$ cat src/rtl/gcd_unit_param.sv
// gcd_unit_param: subtraction-based GCD with valid/ready handshakes; optional step counter under GCD_STEP_COUNT_EN
module gcd_unit_param #(
  parameter int WIDTH = 16
) (
  input  logic             clk,
  input  logic             rst,
  input  logic             in_valid,
  output logic             in_ready,
  input  logic [WIDTH-1:0] a_in,
  input  logic [WIDTH-1:0] b_in,
  output logic             out_valid,
  input  logic             out_ready,
  output logic [WIDTH-1:0] gcd_out,
  output logic             zero_err,
  output logic             busy
`ifdef GCD_STEP_COUNT_EN
  ,
  output logic [WIDTH-1:0] step_cnt
`endif
);
  typedef enum logic [1:0] {IDLE, CALC, DONE} state_t;
  state_t state, state_nx;
  logic [WIDTH-1:0] a_r, b_r;
  logic any_zero, finish, accept;
  // termination conditions seen by the CALC state
  always_comb begin
    any_zero = (a_r == '0) || (b_r == '0);
    finish   = any_zero || (a_r == b_r);
    accept   = in_valid && in_ready;
  end
  // state register
  always_ff @(posedge clk)
    state <= rst ? IDLE : state_nx;
  // next-state logic
  always_comb
    state_nx = state == IDLE ? (in_valid ? CALC : IDLE) :
               state == CALC ? (finish ? DONE : CALC) :
               (out_ready ? IDLE : DONE);
  // outputs decoded from registered state
  always_comb begin
    in_ready  = state == IDLE;
    busy      = state == CALC;
    out_valid = state == DONE;
  end
  // operand load, subtraction step and result capture
  always_ff @(posedge clk)
    if (rst) begin
      a_r      <= '0;
      b_r      <= '0;
      gcd_out  <= '0;
      zero_err <= 1'b0;
    end else if (accept) begin
      a_r <= a_in;
      b_r <= b_in;
    end else if (busy) begin
      if (finish) begin
        gcd_out  <= any_zero ? (a_r | b_r) : a_r;
        zero_err <= (a_r == '0) && (b_r == '0);
      end else if (a_r > b_r)
        a_r <= a_r - b_r;
      else
        b_r <= b_r - a_r;
    end
`ifdef GCD_STEP_COUNT_EN
  // saturating count of subtraction steps for the current operation
  always_ff @(posedge clk)
    if (rst || accept)
      step_cnt <= '0;
    else if (busy && !finish && step_cnt != '1)
      step_cnt <= step_cnt + 1'b1;
`endif
endmodule
$ cat config.mk
export PLATFORM = sky130hd
export DESIGN_NAME = gcd_unit_param
export DESIGN_NICKNAME = d
export VERILOG_FILES = /design/src/rtl/gcd_unit_param.sv
export SDC_FILE = /design/constraint.sdc
export NUM_CORES = 1
export LEC_CHECK = 0
export CAP_MARGIN = 20
export CELL_PAD_IN_SITES_DETAIL_PLACEMENT = 0
export CELL_PAD_IN_SITES_GLOBAL_PLACEMENT = 1
export CORE_UTILIZATION = 41
export DETAILED_ROUTE_END_ITERATION = 6
export GPL_TIMING_DRIVEN = 0
export HOLD_SLACK_MARGIN = 0.12
export PLACE_DENSITY = 0.84
export SLEW_MARGIN = 20
export SYNTH_ARGS = -nofsm -noshare
export SYNTH_HDL_FRONTEND = slang
export SYNTH_SLANG_ARGS = --single-unit
$ cat constraint.sdc
create_clock -name clk -period 3.2 [get_ports clk]
set_input_delay 0.48 -clock clk [delete_from_list [all_inputs] [get_ports clk]]
set_output_delay 0.48 -clock clk [all_outputs]
set_load 0.005 [all_outputs]
==> qor.yml <==
power.density_nw_per_um2: 992
dieArea_um2: 10700
fin_area_um2: 5070
io_buffers: 54
grt_pass1_vias: 4075
relSlewSlack: 0.528
dpl_cell_area_um2: 4910
clockBufferDepth: 2
crit_path_end_kind: "flop"
synth_cell_types: 61
synth_edf_count: 0
ios: 56
drt-total-wl_um: 13200
cap_violations: 0
antenna_found_initial: 0
synthArstFlopShare: 0
final.setup.tns_ps: 0
worstPathArrival_ps: 3240
fin_crit_ps: 3050
worstHoldPathCells: 2
ys.flop_type: "dfxtp_1"
rr_worst_depth: 9
final-seq-area_um2: 1020
place_congestion: 0.944
period_share: 0.952
worstSetupPathType: "reg -> reg"
multiInputGateArea_um2: 2870
dp.cells: 745
area_growth_pct: 20.5
die_h_um: 103
drc: 0
finalClockSkew_ps: 7.97
max_slew.worst_pin.slew_ps: 706
cts_sinks: 51
drive_gt1_frac: 0.0676
synth_nets: 643
grt_pass1_wl_um: 21600
fp-row-count: 36
total_leakage_power_nw: 1.88
worstPathMaxFanout: 6
synth_warnings: 0
drt_first_pass_iters: 4
final_cell_count_no_fill: 754
hold_path_class: "reg -> reg"
synth_seq_cells: 51
htreeDepth: 2
syn_inst: 558
irDropWorstVdd_mv: 0.368
synth_area_um2: 4210
antenna_left: 0
rsz0062_at_grt: "false"
status: "finished clean"
fillCellCount: 1012
yosysSeqAreaShare: 0.243
post_synth.cell_area_avg_um2: 7.54
antennaDiodeCount: 0
finalPower_mw: 5.03
die_w_um: 103
routedWlPerCell_um: 17.5
grt.total_usage: 0.270
start_util: 0.426
core_um2: 9860
fmax_ghz: 0.328
cts.clk_slew.worst_paths_ps: 100
layout_commonest_cell: "nand2_1"
hold_viol_final: 0
final_nets: 705
startpoint_type: "flop"
num_vias: 4207
hpwl_um: 10600
drt_first_iter_violations: 250
layout_common_cells: "nand2_1 (78), a21oi_1 (57), clkdlybuf4s50_1 (54)"
finalSetupViolations: 0
routed_via_density: 5.58
finalMaxSlewViolations: 0
cp.required_ps: 3390
cts_root_buf: "clkbuf_8"
grt_start_max_net_pins: 17
insertion_delay_ps: 310
cts_tree: "done"
cts_buffers: 5
gr-total-overflow: 0
==> cells in the mapped netlist (2+ instances only) <==
library cell	n	share of area
dfxtp_1	51	0.24
buf_1	2	0.0018
o21bai_1	5	0.0089
and2_1	3	0.0045
nand4_1	8	0.012
o311ai_0	2	0.0042
a211o_1	6	0.012
a31o_2	7	0.015
a211oi_1	2	0.0036
o21a_1	3	0.0054
o31ai_1	4	0.0071
o21ai_0	16	0.019
or3_1	6	0.0089
fa_1	2	0.0095
ha_1	47	0.14
a31oi_1	5	0.0074
nand3_1	13	0.015
mux2i_1	2	0.0048
nor3_1	10	0.012
nand2_1	78	0.070
clkbuf_1	20	0.018
o221ai_1	3	0.0062
inv_1	48	0.043
or4_1	2	0.0036
nor2b_1	8	0.012
a21o_1	5	0.0089
nor4_1	14	0.021
nand2b_1	8	0.012
a22oi_1	3	0.0054
o211ai_1	32	0.057
buf_4	4	0.0071
nor2_1	32	0.029
a21oi_1	57	0.068
xnor2_1	15	0.031
xor2_1	4	0.0083
buf_2	6	0.0071
==> metal layers <==
metal | track usage | wire length, um | vias up
met2 | 0.443 | 5920 | 123
met1 | 0.383 | 6510 | 1971
met5 | 0 | 0 | -
met3 | 0.0302 | 646 | 12
met4 | 0.0574 | 154 | 0
li1 | - | - | 2101
==> kinds of logic after synthesis <==
kind of cell             Yosys count  synth area share
AND/OR/NAND/NOR                  189             0.216
AO/OA/AOI/OAI                    166             0.267
buffers and inverters             82            0.0803
flip-flops                        51             0.243
adder cells (fa/ha/maj)           49             0.149
XOR/XNOR                          19            0.0396
multiplexers                       2           0.00476
==> through the flow <==
step	worst slack [ps]	hold slack [ps]	utilization
2_1_floorplan	708	448	-
3_3_place_gp	16.0	439	0.498
3_5_place_dp	21.9	446	0.498
4_1_cts	66.9	459	0.510
5_1_grt	20.6	478	0.514
6_report	153	457	0.514
==> repair_timing <==
item	CTS	global route
buffers inserted	0	3
pin swaps	0	1
gates resized for setup	1	5
hold buffers	0	0
setup endpoints to repair	1	36
==> registers in the layout, summed over array words and instances (netlist names) <==
register	count
a_r	16
b_r	16
gcd_out	16
state	2
zero_err	1
==> final timing paths <==
check | start | to | slack, ps
worst max-delay path | a_r[1] | b_r[15] | 150
worst min-delay path | gcd_out[10] | gcd_out[10] | 460
worst max register to register | a_r[1] | b_r[15] | 150
worst min register to register | gcd_out[10] | gcd_out[10] | 460
==> layout make-up <==
class,instances,share of cell area
clock buffers,5,0.0136
repair buffers,57,0.111
well taps,133,0.0328
clock inverters,3,0.00864
plain buffers,31,0.0291
inverters,49,0.0363
flip-flops and latches,51,0.201
multi-input cells,425,0.567
==> worst max-delay path, cell delays in order, from the launching register on <==
cell,delay (ps)
dfxtp_1,500
inv_1,160
ha_1,370
nor2_1,80
o311ai_0,590
a211oi_1,260
o31ai_2,510
o21ai_0,210
nand4_1,120
o221ai_1,110
==> power by group <==
part	internal, mW	switching, mW
logic	1.46	2.12
registers	0.780	0.198
clock network	0.234	0.238
total	2.47	2.56
Power figures use the tool's default switching activity.
